`src/rtl/escalonador_pkg.sv`:
```
// Shared definitions for the projectile shot scheduler: FSM encoding,
// spawn offsets, screen limit and edge-detector reset value.
package escalonador_pkg;

  typedef enum logic [1:0] {
    OCIOSO  = 2'd0,
    ARBITRA = 2'd1,
    EMITE   = 2'd2,
    LIBERA  = 2'd3
  } estado_t;

  localparam logic [9:0] OFFSET_ALIADO  = 10'd10;
  localparam logic [9:0] OFFSET_INIMIGO = 10'd20;
  localparam logic [9:0] Y_LIMITE       = 10'd479;

  // A fire button already held when reset releases must not count as an edge.
  localparam logic EDGE_PREV_RST = 1'b1;

  function automatic logic [9:0] y_tiro_aliado(input logic [9:0] y);
    return (y < OFFSET_ALIADO) ? 10'd0 : (y - OFFSET_ALIADO);
  endfunction

  function automatic logic [9:0] y_tiro_inimigo(input logic [9:0] y);
    logic [10:0] soma;
    soma = {1'b0, y} + {1'b0, OFFSET_INIMIGO};
    return (soma > {1'b0, Y_LIMITE}) ? Y_LIMITE : soma[9:0];
  endfunction

endpackage

```
`src/rtl/escalonador_tiros_divisor_tick.sv`:
```
// Game-tick generator: one-cycle pulse every DIV_TICK clocks, frozen by pausa
// and cleared synchronously by clr.
module divisor_tick #(
  parameter int DIV_TICK = 200000
) (
  input  logic CLOCK_50,
  input  logic reset,
  input  logic clr,
  input  logic pausa,
  output logic tick
);

  localparam int CW = (DIV_TICK > 1) ? $clog2(DIV_TICK) : 1;

  logic [CW-1:0] cnt_q, cnt_d;
  logic          tick_q, tick_d;

  always_comb begin
    cnt_d  = cnt_q;
    tick_d = 1'b0;
    if (clr) begin
      cnt_d = '0;
    end else if (!pausa) begin
      if (cnt_q == CW'(DIV_TICK - 1)) begin
        cnt_d  = '0;
        tick_d = 1'b1;
      end else begin
        cnt_d = cnt_q + CW'(1);
      end
    end
  end

  always_ff @(posedge CLOCK_50 or posedge reset) begin
    if (reset) begin
      cnt_q  <= '0;
      tick_q <= 1'b0;
    end else begin
      cnt_q  <= cnt_d;
      tick_q <= tick_d;
    end
  end

  assign tick = tick_q;

endmodule

```
`src/rtl/escalonador_tiros.sv`:
```
// Shot scheduler: captures ally/enemy fire edges, applies per-shooter cooldown,
// arbitrates (ally first, enemies round-robin) and hands shots to free projectile slots.
module escalonador_tiros
  import escalonador_pkg::*;
#(
  parameter int NUM_SLOTS       = 4,
  parameter int NUM_INIMIGOS    = 4,
  parameter int DIV_TICK        = 200000,
  parameter int RECARGA_ALIADO  = 20,
  parameter int RECARGA_INIMIGO = 60
) (
  input  logic                      CLOCK_50,
  input  logic                      reset,
  input  logic                      pausa,
  input  logic                      reiniciarJogo,
  input  logic                      disparo_aliado,
  input  logic [9:0]                x_aliado,
  input  logic [9:0]                y_aliado,
  input  logic [NUM_INIMIGOS-1:0]   disparo_inimigo,
  input  logic [10*NUM_INIMIGOS-1:0] x_inimigos,
  input  logic [10*NUM_INIMIGOS-1:0] y_inimigos,
  input  logic [NUM_SLOTS-1:0]      slot_livre,
  output logic [NUM_SLOTS-1:0]      iniciar_movimento,
  output logic [10*NUM_SLOTS-1:0]   xi,
  output logic [10*NUM_SLOTS-1:0]   yi,
  output logic [NUM_SLOTS-1:0]      ehAliada,
  output logic                      tiro_negado,
  output logic                      erro_slot,
  output logic [2:0]                ocupados
);

  localparam int NS     = NUM_SLOTS;
  localparam int NI     = NUM_INIMIGOS;
  localparam int SW     = (NS > 1) ? $clog2(NS) : 1;
  localparam int IW     = (NI > 1) ? $clog2(NI) : 1;
  localparam int CD_MAX = (RECARGA_ALIADO > RECARGA_INIMIGO) ? RECARGA_ALIADO : RECARGA_INIMIGO;
  localparam int CDW    = $clog2(CD_MAX + 1);
  localparam int TO_LIM = 2 * DIV_TICK + 2;
  localparam int TW     = $clog2(TO_LIM);

  logic tick;

  divisor_tick #(
    .DIV_TICK(DIV_TICK)
  ) u_divisor_tick (
    .CLOCK_50(CLOCK_50),
    .reset   (reset),
    .clr     (reiniciarJogo),
    .pausa   (pausa),
    .tick    (tick)
  );

  estado_t                 state_q, state_d;
  logic                    prev_a_q, prev_a_d;
  logic                    pend_a_q, pend_a_d;
  logic [NI-1:0]           prev_e_q, prev_e_d;
  logic [NI-1:0]           pend_e_q, pend_e_d;
  logic [CDW-1:0]          cd_a_q, cd_a_d;
  logic [NI-1:0][CDW-1:0]  cd_e_q, cd_e_d;
  logic [IW-1:0]           ptr_q, ptr_d;
  logic [IW-1:0]           win_idx_q, win_idx_d;
  logic                    win_a_q, win_a_d;
  logic [SW-1:0]           slot_q, slot_d;
  logic [TW-1:0]           to_q, to_d;
  logic [10*NS-1:0]        xi_q, xi_d;
  logic [10*NS-1:0]        yi_q, yi_d;
  logic [NS-1:0]           eh_q, eh_d;
  logic                    negado_q, negado_d;
  logic                    erro_q, erro_d;
  logic [2:0]              ocup_q, ocup_d;

  // Round-robin enemy pick and lowest free slot; lower loop index overwrites last.
  logic          rr_found;
  logic [IW-1:0] rr_idx;
  logic          livre_found;
  logic [SW-1:0] livre_idx;
  logic [2:0]    busy_cnt;
  int            idx;

  always_comb begin
    rr_found    = 1'b0;
    rr_idx      = '0;
    livre_found = 1'b0;
    livre_idx   = '0;
    busy_cnt    = '0;
    idx         = 0;
    for (int k = NI - 1; k >= 0; k--) begin
      idx = int'(ptr_q) + k;
      if (idx >= NI) idx = idx - NI;
      if (pend_e_q[idx]) begin
        rr_found = 1'b1;
        rr_idx   = IW'(idx);
      end
    end
    for (int i = NS - 1; i >= 0; i--) begin
      if (slot_livre[i]) begin
        livre_found = 1'b1;
        livre_idx   = SW'(i);
      end
    end
    for (int i = 0; i < NS; i++) begin
      busy_cnt = busy_cnt + {2'b00, ~slot_livre[i]};
    end
  end

  always_comb begin
    state_d   = state_q;
    prev_a_d  = prev_a_q;
    pend_a_d  = pend_a_q;
    prev_e_d  = prev_e_q;
    pend_e_d  = pend_e_q;
    cd_a_d    = cd_a_q;
    cd_e_d    = cd_e_q;
    ptr_d     = ptr_q;
    win_idx_d = win_idx_q;
    win_a_d   = win_a_q;
    slot_d    = slot_q;
    to_d      = to_q;
    xi_d      = xi_q;
    yi_d      = yi_q;
    eh_d      = eh_q;
    negado_d  = negado_q;
    erro_d    = erro_q;
    ocup_d    = ocup_q;

    if (!pausa) begin
      prev_a_d = disparo_aliado;
      prev_e_d = disparo_inimigo;
      negado_d = 1'b0;
      ocup_d   = busy_cnt;

      if (disparo_aliado && !prev_a_q) begin
        if (cd_a_q != '0) negado_d = 1'b1;
        else              pend_a_d = 1'b1;
      end
      for (int k = 0; k < NI; k++) begin
        if (disparo_inimigo[k] && !prev_e_q[k]) begin
          if (cd_e_q[k] != '0) negado_d    = 1'b1;
          else                 pend_e_d[k] = 1'b1;
        end
      end

      if (tick) begin
        if (cd_a_q != '0) cd_a_d = cd_a_q - CDW'(1);
        for (int k = 0; k < NI; k++) begin
          if (cd_e_q[k] != '0) cd_e_d[k] = cd_e_q[k] - CDW'(1);
        end
      end

      unique case (state_q)
        OCIOSO: begin
          if ((pend_a_q || (|pend_e_q)) && (|slot_livre)) state_d = ARBITRA;
        end
        ARBITRA: begin
          if ((pend_a_q || rr_found) && livre_found) begin
            win_a_d   = pend_a_q;
            win_idx_d = rr_idx;
            slot_d    = livre_idx;
            to_d      = '0;
            state_d   = EMITE;
            if (pend_a_q) begin
              xi_d[livre_idx*10 +: 10] = x_aliado;
              yi_d[livre_idx*10 +: 10] = y_tiro_aliado(y_aliado);
              eh_d[livre_idx]          = 1'b1;
            end else begin
              xi_d[livre_idx*10 +: 10] = x_inimigos[rr_idx*10 +: 10];
              yi_d[livre_idx*10 +: 10] = y_tiro_inimigo(y_inimigos[rr_idx*10 +: 10]);
              eh_d[livre_idx]          = 1'b0;
            end
          end else begin
            state_d = OCIOSO;
          end
        end
        EMITE: begin
          if (!slot_livre[slot_q]) begin
            state_d = LIBERA;
          end else if (to_q == TW'(TO_LIM - 1)) begin
            // Slot never acknowledged: abandon this shot rather than stall everyone.
            erro_d  = 1'b1;
            state_d = OCIOSO;
            if (win_a_q) pend_a_d            = 1'b0;
            else         pend_e_d[win_idx_q] = 1'b0;
          end else begin
            to_d = to_q + TW'(1);
          end
        end
        LIBERA: begin
          state_d = OCIOSO;
          if (win_a_q) begin
            pend_a_d = 1'b0;
            cd_a_d   = CDW'(RECARGA_ALIADO);
          end else begin
            pend_e_d[win_idx_q] = 1'b0;
            cd_e_d[win_idx_q]   = CDW'(RECARGA_INIMIGO);
            ptr_d = (win_idx_q == IW'(NI - 1)) ? '0 : (win_idx_q + IW'(1));
          end
        end
        default: state_d = OCIOSO;
      endcase
    end

    // New game wipes everything but the sticky slot-error flag.
    if (reiniciarJogo) begin
      state_d   = OCIOSO;
      prev_a_d  = EDGE_PREV_RST;
      pend_a_d  = 1'b0;
      prev_e_d  = {NI{EDGE_PREV_RST}};
      pend_e_d  = '0;
      cd_a_d    = '0;
      cd_e_d    = '0;
      ptr_d     = '0;
      win_idx_d = '0;
      win_a_d   = 1'b0;
      slot_d    = '0;
      to_d      = '0;
      xi_d      = '0;
      yi_d      = '0;
      eh_d      = '0;
      negado_d  = 1'b0;
      erro_d    = erro_q;
      ocup_d    = '0;
    end
  end

  always_ff @(posedge CLOCK_50 or posedge reset) begin
    if (reset) begin
      state_q   <= OCIOSO;
      prev_a_q  <= EDGE_PREV_RST;
      pend_a_q  <= 1'b0;
      prev_e_q  <= {NI{EDGE_PREV_RST}};
      pend_e_q  <= '0;
      cd_a_q    <= '0;
      cd_e_q    <= '0;
      ptr_q     <= '0;
      win_idx_q <= '0;
      win_a_q   <= 1'b0;
      slot_q    <= '0;
      to_q      <= '0;
      xi_q      <= '0;
      yi_q      <= '0;
      eh_q      <= '0;
      negado_q  <= 1'b0;
      erro_q    <= 1'b0;
      ocup_q    <= '0;
    end else begin
      state_q   <= state_d;
      prev_a_q  <= prev_a_d;
      pend_a_q  <= pend_a_d;
      prev_e_q  <= prev_e_d;
      pend_e_q  <= pend_e_d;
      cd_a_q    <= cd_a_d;
      cd_e_q    <= cd_e_d;
      ptr_q     <= ptr_d;
      win_idx_q <= win_idx_d;
      win_a_q   <= win_a_d;
      slot_q    <= slot_d;
      to_q      <= to_d;
      xi_q      <= xi_d;
      yi_q      <= yi_d;
      eh_q      <= eh_d;
      negado_q  <= negado_d;
      erro_q    <= erro_d;
      ocup_q    <= ocup_d;
    end
  end

  generate
    for (genvar gi = 0; gi < NS; gi++) begin : g_iniciar
      assign iniciar_movimento[gi] = (state_q == EMITE) && (slot_q == SW'(gi));
    end
  endgenerate

  assign xi          = xi_q;
  assign yi          = yi_q;
  assign ehAliada    = eh_q;
  assign tiro_negado = negado_q;
  assign erro_slot   = erro_q;
  assign ocupados    = ocup_q;

endmodule

```
`config.mk`:
```
export PLATFORM = sky130hd
export DESIGN_NAME = escalonador_tiros
export DESIGN_NICKNAME = d
export VERILOG_FILES = /design/src/rtl/escalonador_pkg.sv /design/src/rtl/escalonador_tiros_divisor_tick.sv /design/src/rtl/escalonador_tiros.sv
export SDC_FILE = /design/constraint.sdc
export NUM_CORES = 1
export LEC_CHECK = 0
export ABC_AREA = 1
export BUFFER_PORTS_ARGS = -buffer_cell sky130_fd_sc_hd__clkbuf_2
export CAP_MARGIN = 5
export CORE_ASPECT_RATIO = 0.9
export CORE_MARGIN = 2
export CORE_UTILIZATION = 45
export DETAILED_ROUTE_END_ITERATION = 8
export GPL_TIMING_DRIVEN = 1
export PLACE_DENSITY = 0.62
export SLEW_MARGIN = 10
export SYNTH_ARGS = -nofsm -noshare
export SYNTH_HDL_FRONTEND = slang
export SYNTH_HIERARCHICAL = 1
export SYNTH_SLANG_ARGS = --single-unit
```
`constraint.sdc`:
```
create_clock -name CLOCK_50 -period 8.9 [get_ports CLOCK_50]
set_input_delay 0.89 -clock CLOCK_50 [delete_from_list [all_inputs] [get_ports CLOCK_50]]
set_output_delay 0.89 -clock CLOCK_50 [all_outputs]
set_load 0.05 [all_outputs]
```
==> metrics.md <==
| Metric | Value |
|---|---|
| Ratio of cells with drive above 1 in the final layout | `0.155` |
| Mapped Area | `13300 µm²` |
| Critical path launch point | `slot_livre[1]` |
| Global Route Usage Sum | `0.312` |
| HPWL after DPL | `35900 µm` |
| Cts repair resizes | `0` |
| Nets | `2287` |
| Critical Path Most Common Cell | `buf_4` |
| Routed WL | `48400 µm` |
| Post-Synth Adder-Cell Area | `0.0306` |
| Final Non-Filler Cells | `2551` |
| Slowest stage delay, CP | `0.87 ns` |
| Most common cell in the synthesized netlist | `nand2_1` |
| Die width | `185 µm` |
| Initial core utilization | `0.459` |
| Top FF cell, synth | `dfrtp_1` |
| Minimum clock period | `4.89 ns` |
| Pwr dens | `148 nW/µm²` |
| Max rail drop VDD | `0.126 mV` |
| Num CTS Buffers | `17` |
| Fraction of synthesized area in multiplexers | `0` |
| Multi-input logic area | `7550 µm²` |
| Synth top area cells | `dfrtp_1 (32%), nand2_1 (15%), inv_1 (6.6%)` |
| Yosys reg bits | `176` |
| Lkg Pwr | `7.51 nW` |
| Average wire per standard cell | `19.0 µm` |
| Routability cong. | `0.999` |
| Synth unique cells | `64` |
| Number of flops mapped to enable cells by yosys | `0` |
| Setup TNS Final | `0 ns` |
| Worst path bufs/invs | `8` |
| Most used routing layer | `met1` |
| Clk_skew | `0.0135 ns` |
| Post-Place Cells | `2519` |
| GR Util met2 | `0.430` |
| Site row count | `59` |
| Post-Syn Area per Cell | `6.67 µm²` |
| Critical path data required time | `9.27 ns` |
| Synth warn | `6` |
| FF+latch area | `4410 µm²` |
| CTS Hold Buffers Added | `0` |
| Fin. max-slew vios | `0` |
| Largest net degree at the start of global routing | `87` |
| Num ports | `206` |
| Clk buf depth | `2` |
| Die height | `167 µm` |
| Met1 Usage GRT | `0.471` |
| Final Setup Violations | `0` |
| Max Cap Violations | `0` |
| Crit path max-delay family | `buffers and inverters` |
| Worst-path cell chain | `clkbuf_2 -> inv_1 -> a21oi_2 -> buf_4 -> clkinv_1 -> buf_4 -> ha_2 -> buf_4 -> inv_1 -> buf_4 -> nor2_1 -> a221oi_1 -> a2111oi_0 -> o21ai_0 -> a21oi_1 -> nand2_1 -> nand2_1` |
| Crit path launch type | `primary input` |
| Residual DRC count | `0` |
| Post-synthesis simple-gate area fraction | `0.338` |
| Top cell type's share of synthesized area | `0.321` |
| Async S/R FF share, synth | `1.00` |
| Crit-path max FO | `66` |
| FILL cells | `2997` |
| Detail Route Antenna Nets | `0` |
| Global route total overflow | `0` |
| Final Cycle Share | `0.550` |
| Arr. time, crit path | `5.27 ns` |
| Pre-Repair DR Iteration Count | `6` |
| Vias/cell | `5.70` |
| Vias | `14500` |
| Vias in the first global route | `13200` |
| Compound-Gate Fraction of Synth Area | `0.184` |
| Post-synthesis xor/xnor area fraction | `0.0130` |
| Sequential area share after synthesis | `0.331` |
| Slowest CP cell | `nor2_1` |
| Relative slew slack | `0.250` |
| Initial antenna violation count | `0` |
| Least-Margin Pin Slew | `1.12 ns` |
| Skew-Pair Late Insertion Delay | `0.44 ns` |
| FF-to-FF Start | `ptr_q[0]$_DFFE_PP0P_` |
| Synth cell count leaders | `nand2_1 (529), inv_1 (233), nor2_1 (196), dfrtp_1 (171), nand3_1 (154)` |
| Largest family of logic cells by synthesized area | `simple AND/OR/NAND/NOR gates` |
| Clock-pin slew on the worst setup and hold paths | `0.08 ns` |
| Initial DRC Count | `1670` |
| Die ar. | `31000 µm²` |
| First-pass GRT wire length | `75200 µm` |
| Synth Instances | `1998` |
| Antenna cell count | `0` |
| Core ar. | `29000 µm²` |
| I/O Buffers | `205` |
| Postcts setup bufs | `0` |
| Crit path kind | `in -> reg` |
| RSZ-0062 raised after global routing | `no` |
| Post-Syn Nets | `2143` |
| Root buffer cell | `clkbuf_16` |
| P&R area growth vs syn | `13.5%` |
| CTS tree | `yes` |
| Final Hold Fails | `0` |
| CP Capture Type | `flop` |
| Cell taking the most area after synthesis | `dfrtp_1` |
| Routing usage on met3 | `0.0931` |
| Htree depth | `4` |
| Hold Startpoint | `xi[39]$_DFFE_PP0P_` |
| Max Clk Rate | `204 MHz` |
| Run status | `completed` |
| Clock Sinks | `176` |
| Worst Hold Class | `reg -> reg` |
==> routing by layer <==
layer | routed length, µm | share of wire
met2 | 19800 | 0.41
met1 | 22300 | 0.46
met4 | 945 | 0.020
met3 | 5370 | 0.11
met5 | 0 | 0
==> area by class of cell <==
class,count,share of cell area
Clock inverter,13,0.00951
Tap cell,396,0.0327
Sequential cell,176,0.292
Timing Repair Buffer,222,0.0762
Clock buffer,19,0.0293
Multi-Input combinational cell,1478,0.499
Inverter,247,0.0619
==> path summary, 6_finish.rpt <==
kind	endpoint	slack [ns]	cells past startpoint
hold / removal	xi[39]$_DFFE_PP0P_	0.48	2
setup / recovery	yi[5]$_DFFE_PP0P_	4.01	17
max in group asynchronous	xi[25]$_DFFE_PP0P_	6.86	3
min in group asynchronous	cd_e_q[9]$_DFFE_PP0N_	0.60	2
hold reg to reg	xi[39]$_DFFE_PP0P_	0.48	2
setup reg to reg	yi[17]$_DFFE_PP0P_	4.25	27
==> state kept, by name, indices dropped and copies added, names as in the netlist, 2 cells and up <==
| register | cells |
|---|---|
| xi | 40 |
| win_idx_q | 2 |
| slot_q | 2 |
| prev_e_q | 4 |
| ehAliada | 4 |
| cd_a_q | 6 |
| u_divisor_tick/cnt_q | 18 |
| cd_e_q | 24 |
| ptr_q | 2 |
| yi | 40 |
| pend_e_q | 4 |
| ocupados | 3 |
| to_q | 19 |
| state_q | 2 |
==> tightest hold or removal path, stage by stage (launching register included) <==
cell	delay (ns)
dfrtp_1	0.35
nand2_1	0.05
nand2_1	0.05
==> power breakdown <==
part,switching (mW),internal (mW),leakage [nW]
registers,0.00833,0.809,2.44
clock network,0.369,0.405,0.278
logic,0.484,0.165,4.80
==> per-stage QoR <==
step / instance area (µm²) / hold slack [ns] / util / power, mW / setup WS, ns
after floorplan: 13300 / 0.457 / - / 1.26 / 3.78
after global placement: 14500 / 0.462 / 0.501 / 1.46 / 3.83
after detailed placement: 14500 / 0.465 / 0.501 / 1.46 / 3.82
after CTS: 15100 / 0.482 / 0.521 / 2.23 / 4.27
after global routing: 15100 / 0.507 / 0.521 / 2.33 / 3.79
final: 15100 / 0.479 / 0.521 / 2.24 / 4.01
==> kinds of logic (layout without fill, tap and decap cells) <==
| group | Yosys count | in the layout |
|---|---|---|
| AOI/OAI and AO/OA | 399 | 399 |
| xor gates and xnor gates | 19 | 19 |
| and+or+nand+nor | 1028 | 1028 |
| adders and majority gates | 32 | 32 |
| DFF | 176 | 176 |
| buffers and inverters | 344 | 501 |
==> cell usage in the layout (no fill, tap or decap), types with 11 or more instances in the layout <==
cell	Yosys	layout
nand2_1	529	529
inv_1	233	231
clkbuf_2	0	205
nor2_1	196	196
dfrtp_1	171	171
nand3_1	154	154
o21ai_0	150	150
a21oi_1	64	63
nor3_1	52	52
o22ai_1	42	42
nand4_1	35	35
ha_1	31	30
o211ai_1	21	21
o21ai_1	17	17
clkbuf_16	0	17
buf_4	4	17
a32o_1	16	16
nand2_2	15	15
a31oi_1	15	15
xor2_1	15	15
a221oi_1	11	11
(Power assumes the default switching activity.)
